[src/rtl/serial_subtractor_pkg.sv]
// Shared types and helpers for the bit-serial subtractor.
package serial_subtractor_pkg;

   // Controller states: wait for a request, shift one bit per cycle, present the result.
   typedef enum logic [1:0] {
      StIdle  = 2'd0,
      StShift = 2'd1,
      StDone  = 2'd2
   } state_e;

   // Bit-counter width for a given operand width; counts 0 .. width-1.
   function automatic int unsigned cnt_width(input int unsigned width);
      return (width > 1) ? $clog2(width) : 1;
   endfunction

endpackage

[src/rtl/full_subtractor.sv]
// Single-bit full subtractor cell: D = A - B - Bin with borrow-out.
module full_subtractor (
   input  logic i_a,
   input  logic i_b,
   input  logic i_bin,
   output logic o_d,
   output logic o_bout
);

   assign o_d    = i_a ^ i_b ^ i_bin;
   assign o_bout = (~i_a & i_b) | (~(i_a ^ i_b) & i_bin);

endmodule

[src/rtl/serial_subtractor.sv]
// Bit-serial WIDTH-bit subtractor: Difference = A - B - Bin, one bit per clock, LSB first.
// Optional signed-overflow output enabled by defining SERIAL_SUBTRACTOR_OVERFLOW_EN.
module serial_subtractor
   import serial_subtractor_pkg::*;
#(
   parameter int unsigned WIDTH = 8
) (
   input  logic             clk,
   input  logic             rst,
   input  logic             start,
   input  logic [WIDTH-1:0] A_in,
   input  logic [WIDTH-1:0] B_in,
   input  logic             Bin_in,
   output logic             ready,
   output logic             busy,
   output logic             done,
   output logic [WIDTH-1:0] Difference_out,
`ifdef SERIAL_SUBTRACTOR_OVERFLOW_EN
   output logic             Overflow_out,
`endif
   output logic             Borrow_out
);

   localparam int unsigned CntW = cnt_width(WIDTH);

   state_e           r_state;
   state_e           w_state_next;
   logic [WIDTH-1:0] r_op_a;
   logic [WIDTH-1:0] r_op_b;
   logic [WIDTH-1:0] r_result;
   logic [WIDTH-1:0] r_diff;
   logic             r_borrow;
   logic             r_borrow_out;
   logic [CntW-1:0]  r_count;
   logic             w_d;
   logic             w_bo;
   logic             w_last;
   logic [WIDTH-1:0] w_result_next;

`ifdef SERIAL_SUBTRACTOR_OVERFLOW_EN
   logic [1:0]       r_msb;       // {A MSB, B MSB} captured at start
   logic             r_overflow;
   assign Overflow_out = r_overflow;
`endif

   full_subtractor u_cell (
      .i_a    (r_op_a[0]),
      .i_b    (r_op_b[0]),
      .i_bin  (r_borrow),
      .o_d    (w_d),
      .o_bout (w_bo)
   );

   assign w_last        = (r_count == CntW'(WIDTH - 1));
   // New difference bit enters at the MSB; after WIDTH shifts bit 0 lands at the LSB.
   assign w_result_next = (r_result >> 1) | (WIDTH'(w_d) << (WIDTH - 1));

   assign Difference_out = r_diff;
   assign Borrow_out     = r_borrow_out;

   // State register.
   always_ff @(posedge clk) begin
      if (rst) begin
         r_state <= StIdle;
      end else begin
         r_state <= w_state_next;
      end
   end

   // Next-state and status outputs.
   always_comb begin
      w_state_next = r_state;
      ready        = 1'b0;
      busy         = 1'b0;
      done         = 1'b0;
      case (r_state)
         StIdle: begin
            ready = 1'b1;
            if (start) w_state_next = StShift;
         end
         StShift: begin
            busy = 1'b1;
            if (w_last) w_state_next = StDone;
         end
         StDone: begin
            done         = 1'b1;
            w_state_next = StIdle;
         end
         default: w_state_next = StIdle;
      endcase
   end

   // Operand capture, bit shifting and result latching.
   always_ff @(posedge clk) begin
      if (rst) begin
         r_op_a       <= '0;
         r_op_b       <= '0;
         r_result     <= '0;
         r_diff       <= '0;
         r_borrow     <= 1'b0;
         r_borrow_out <= 1'b0;
         r_count      <= '0;
`ifdef SERIAL_SUBTRACTOR_OVERFLOW_EN
         r_msb        <= 2'b00;
         r_overflow   <= 1'b0;
`endif
      end else begin
         case (r_state)
            StIdle: begin
               if (start) begin
                  r_op_a   <= A_in;
                  r_op_b   <= B_in;
                  r_borrow <= Bin_in;
                  r_count  <= '0;
`ifdef SERIAL_SUBTRACTOR_OVERFLOW_EN
                  r_msb    <= {A_in[WIDTH-1], B_in[WIDTH-1]};
`endif
               end
            end
            StShift: begin
               r_result <= w_result_next;
               r_op_a   <= r_op_a >> 1;
               r_op_b   <= r_op_b >> 1;
               r_borrow <= w_bo;
               r_count  <= r_count + 1'b1;
               // Publish on the final bit so outputs are valid while done is high.
               if (w_last) begin
                  r_diff       <= w_result_next;
                  r_borrow_out <= w_bo;
`ifdef SERIAL_SUBTRACTOR_OVERFLOW_EN
                  r_overflow   <= (r_msb[1] ^ r_msb[0]) & (r_msb[1] ^ w_d);
`endif
               end
            end
            default: ;
         endcase
      end
   end

endmodule

[config.mk]
export PLATFORM = sky130hd
export DESIGN_NAME = serial_subtractor
export DESIGN_NICKNAME = d
export VERILOG_FILES = /design/src/rtl/serial_subtractor_pkg.sv /design/src/rtl/full_subtractor.sv /design/src/rtl/serial_subtractor.sv
export SDC_FILE = /design/constraint.sdc
export NUM_CORES = 1
export LEC_CHECK = 0
export ABC_AREA = 1
export BUFFER_PORTS_ARGS = -buffer_cell sky130_fd_sc_hd__buf_2
export CELL_PAD_IN_SITES_DETAIL_PLACEMENT = 1
export CELL_PAD_IN_SITES_GLOBAL_PLACEMENT = 1
export CORE_MARGIN = 3
export CORE_UTILIZATION = 38
export DETAILED_ROUTE_END_ITERATION = 10
export PLACE_DENSITY_LB_ADDON = 0.1
export RECOVER_POWER = 100
export SLEW_MARGIN = 15
export SYNTH_ARGS = -nofsm -noshare
export SYNTH_HDL_FRONTEND = slang
export SYNTH_SLANG_ARGS = --single-unit
[constraint.sdc]
create_clock -name clk -period 1.25 [get_ports clk]
set_input_delay 0.0625 -clock clk [delete_from_list [all_inputs] [get_ports clk]]
set_output_delay 0.0625 -clock clk [all_outputs]
set_load 0.02 [all_outputs]
==> impl_results.rst <==
.. list-table::
   :header-rows: 1

   * - Metric
     - Value
   * - Top-Level Pins
     - 32
   * - Post-Synth Simple-Gate Area
     - between 20% and 30%
   * - Placer's final routability congestion estimate
     - around 0.75
   * - Post-synthesis sequential element count
     - 38
   * - Register clock-pin slew on the reported worst setup and hold paths
     - roughly 0.080 ns
   * - Clock tree from TritonCTS
     - done
   * - Number of maximum-capacitance constraint violations
     - 0
   * - Total Routed Length
     - 4.107 mm
   * - Largest cells by area after synthesis
     - sky130_fd_sc_hd__dfxtp_1, sky130_fd_sc_hd__nand2_1, sky130_fd_sc_hd__inv_1
   * - Final instance area
     - 2163 um2
   * - Post-CTS Hold Fix Bufs
     - 0
   * - Critical path class
     - reg -> out
   * - Die width
     - between 70 and 80 um
   * - Sequential share of the synthesized area
     - between 40% and 50%
   * - Data required, critical path
     - 1.19 ns
   * - CTS Buffer Depth
     - 2
   * - Effective utilization at floorplan
     - around 40%
   * - Total leakage power
     - ~0.0010 uW
   * - Cell type contributing the most total cell area after synthesis
     - sky130_fd_sc_hd__dfxtp_1
   * - Worst clock skew
     - 0.007522 ns
   * - Yosys top cell area share
     - roughly 45%
   * - Net count reported at finish
     - roughly 300
   * - Xor and xnor fraction of the mapped netlist area
     - 0%
   * - Core region area
     - 4144 um2
   * - Share of synthesized area spent on multiplexers
     - 0%
   * - Num Clock Sinks
     - 38
   * - Final Hold Vio Count
     - 0
   * - Shortest period the worst path allows
     - 1.213 ns
   * - Overall overflow remaining after global route
     - 0
   * - DR vias
     - between 1500 and 2000
   * - Synthesized netlist net count
     - between 200 and 300
   * - Floorplan die height
     - roughly 73 um
   * - HP Class
     - in -> reg
   * - Drt wl/cell
     - roughly 12 um
   * - Ys Warns
     - 0
   * - Global-route wire length before repair
     - 6.851 mm
   * - Die Outline Area
     - between 5000 and 6000 um2
   * - Final antenna-violating net count
     - 0
   * - Pin count of the biggest net entering global routing
     - 34
   * - Maximum net fanout on the critical path
     - 5
   * - Area share of fa/ha/maj cells after synthesis
     - around 2.7%
   * - Power density normalized to cell area
     - 1405 nW/um2
   * - Master cell of the clock root buffer
     - sky130_fd_sc_hd__clkbuf_8
   * - Number of detailed-routing iterations run before antenna repair
     - 4
   * - EDFF count, synth
     - 0
   * - Share of the clock period used by the worst path after layout
     - a little over nine tenths
   * - Number of distinct standard cells referenced by the synthesized netlist
     - 19
   * - Finish-stage setup viols
     - 0
   * - Number of fillers in the final layout
     - roughly 560
   * - Cell area reported after detailed placement
     - ~2000 um2
   * - Final standard cell utilization of the core
     - between 50% and 60%
   * - Smallest hold slack
     - 0.01514 ns
   * - Post-layout worst setup margin
     - ~0.037 ns
   * - Pre-CTS setup slack
     - -0.03415 ns
   * - Netlist Area Pre-Place
     - 1694 um2
   * - Total routing usage reported by global routing
     - between 10% and 20%
   * - Detailed Route Iter0 Violations
     - slightly above 50
   * - Worst Setup End Kind
     - primary output
   * - Highest clock rate
     - around 800 MHz
   * - Post-synthesis compound-gate area fraction
     - approximately an eighth
   * - Result of the run
     - completed
   * - Number of global-route vias before repair
     - ~1500
   * - Launching element type of the critical path
     - flop
   * - Clock insertion delay at the later pin of the skew report
     - 0.29 ns
   * - Most used flip-flop cell after synthesis
     - sky130_fd_sc_hd__dfxtp_1
   * - Average vias per placed instance
     - between 4 and 5
   * - Synth Area per Inst
     - 6.915 um2
   * - Asr flop ratio synth
     - 0%
   * - Worst-Margin Slew
     - around 0.26 ns
   * - H-tree Lvls
     - 2
   * - Most frequent cell after synthesis
     - sky130_fd_sc_hd__nand2_1
   * - Number of rows in the core area
     - 23
   * - Initial antenna violation count
     - 0
   * - Half-perimeter wire length after placement
     - 2.777 mm
   * - Number of antenna diodes
     - 0
   * - Inserted Clock Buffers
     - 5
   * - Relative slew slack
     - between 80 and 90%
   * - Syn Inst Count
     - 245
   * - Number of port buffers
     - 31
   * - Dominant combinational cell family by area after synthesis
     - simple AND/OR/NAND/NOR gates
   * - Pins Over Slew Limit
     - 0
   * - Most frequent cells after synthesis
     - sky130_fd_sc_hd__nand2_1, sky130_fd_sc_hd__inv_1, sky130_fd_sc_hd__dfxtp_1
   * - Synth-to-Final Area Change
     - 27.70%
   * - DRC violation count after routing
     - 0
   * - Worst VDD drop
     - 0.0006647 V
   * - Fraction of layout cells with a size suffix above 1
     - about a fifth
   * - Data arrival time of the critical path
     - 1.15 ns
-- power by group --
| group | internal (uW) | total (uW) | leakage, uW | switching (uW) |
|---|---|---|---|---|
| Combinational | 182 | 420 | 0.000658 | 239 |
| Sequential | 1280 | 1310 | 0.000314 | 30.3 |
| Clock | 852 | 1310 | 0.0000714 | 456 |
| Total | 2320 | 3040 | 0.00104 | 725 |
-- routing by layer --
layer	routed length [um]	up-vias	global-route usage (%)	share of wire [%]
li1	-	820	-	-
met1	1932	748	21.31	47
met2	1948	24	26.35	47
met3	174	5	4.270	4.2
met4	52	0	5.943	1.3
met5	0	-	0	0
-- cell families (layout without fill, tap and decap cells) --
family | after synthesis | in the layout
flip-flops | 38 | 38
AND/OR/NAND/NOR | 110 | 110
AO/OA/AOI/OAI | 41 | 41
buffers and inverters | 53 | 94
adder cells (fa/ha/maj) | 3 | 3
-- timing repair --
item / in CTS / in global routing
pin swaps: 0 / 1
gates resized for setup: 3 / 7
setup endpoints to repair: 11 / 16
setup buffers: 2 / 2
-- flip-flops by register name (all words and copies together), names as in the netlist --
name,flops
r_borrow,1
Borrow_out,1
Difference_out,8
r_op_a,8
r_result,7
r_op_b,8
r_count,3
r_state,2
-- path summary, 6_finish.rpt --
check	slack [ns]	endpoint	cells past startpoint	startpoint
max	0.04	busy	4	r_state[0]$_SDFFE_PP0P_
min	0.02	Difference_out[0]$_SDFFE_PP0P_	2	rst
max reg2reg	0.05	r_borrow$_SDFFE_PP0P_	5	r_state[0]$_SDFFE_PP0P_
min reg2reg	0.47	Difference_out[0]$_SDFFE_PP0P_	2	Difference_out[0]$_SDFFE_PP0P_
-- metrics by stage --
step | instances | total power [uW] | TNS, ns
after floorplan | 245 | 1598 | 0
after global placement | 324 | 1729 | 0
after detailed placement | 324 | 1739 | -0.06504
after CTS | 334 | 3047 | 0
after global routing | 336 | 3174 | -0.01583
final | 336 | 3040 | 0
-- layout make-up --
cell class	instances	area, um2	area share [%]
timing repair buffer	43	289.0	13.36
clock buffer	6	82.58	3.817
inverter	43	161.4	7.461
clock inverter	2	60.06	2.776
tap	50	62.56	2.892
sequential	38	765.7	35.40
multi-input combinational	154	742.0	34.30
-- placed cells by master, fill, tap and decap left out, types with 2 or more instances in the layout --
cell and count:
sky130_fd_sc_hd__a21oi_1 24, sky130_fd_sc_hd__buf_12 4, sky130_fd_sc_hd__buf_2 20, sky130_fd_sc_hd__buf_4 10, sky130_fd_sc_hd__bufinv_16 2, sky130_fd_sc_hd__clkbuf_1 9
sky130_fd_sc_hd__clkbuf_8 6, sky130_fd_sc_hd__dfxtp_1 36, sky130_fd_sc_hd__inv_1 40, sky130_fd_sc_hd__inv_2 3, sky130_fd_sc_hd__nand2_1 70, sky130_fd_sc_hd__nand3_1 12
sky130_fd_sc_hd__nor2_1 23, sky130_fd_sc_hd__o21ai_0 7, sky130_fd_sc_hd__o21ai_1 8
-- critical path, stage by stage, from the launching register on --
cell	delay (ns)
sky130_fd_sc_hd__dfxtp_4	0.37
sky130_fd_sc_hd__inv_2	0.05
sky130_fd_sc_hd__nor2_4	0.15
sky130_fd_sc_hd__buf_4	0.15
sky130_fd_sc_hd__buf_4	0.13
Note: power is estimated with default switching activity, not from simulation.
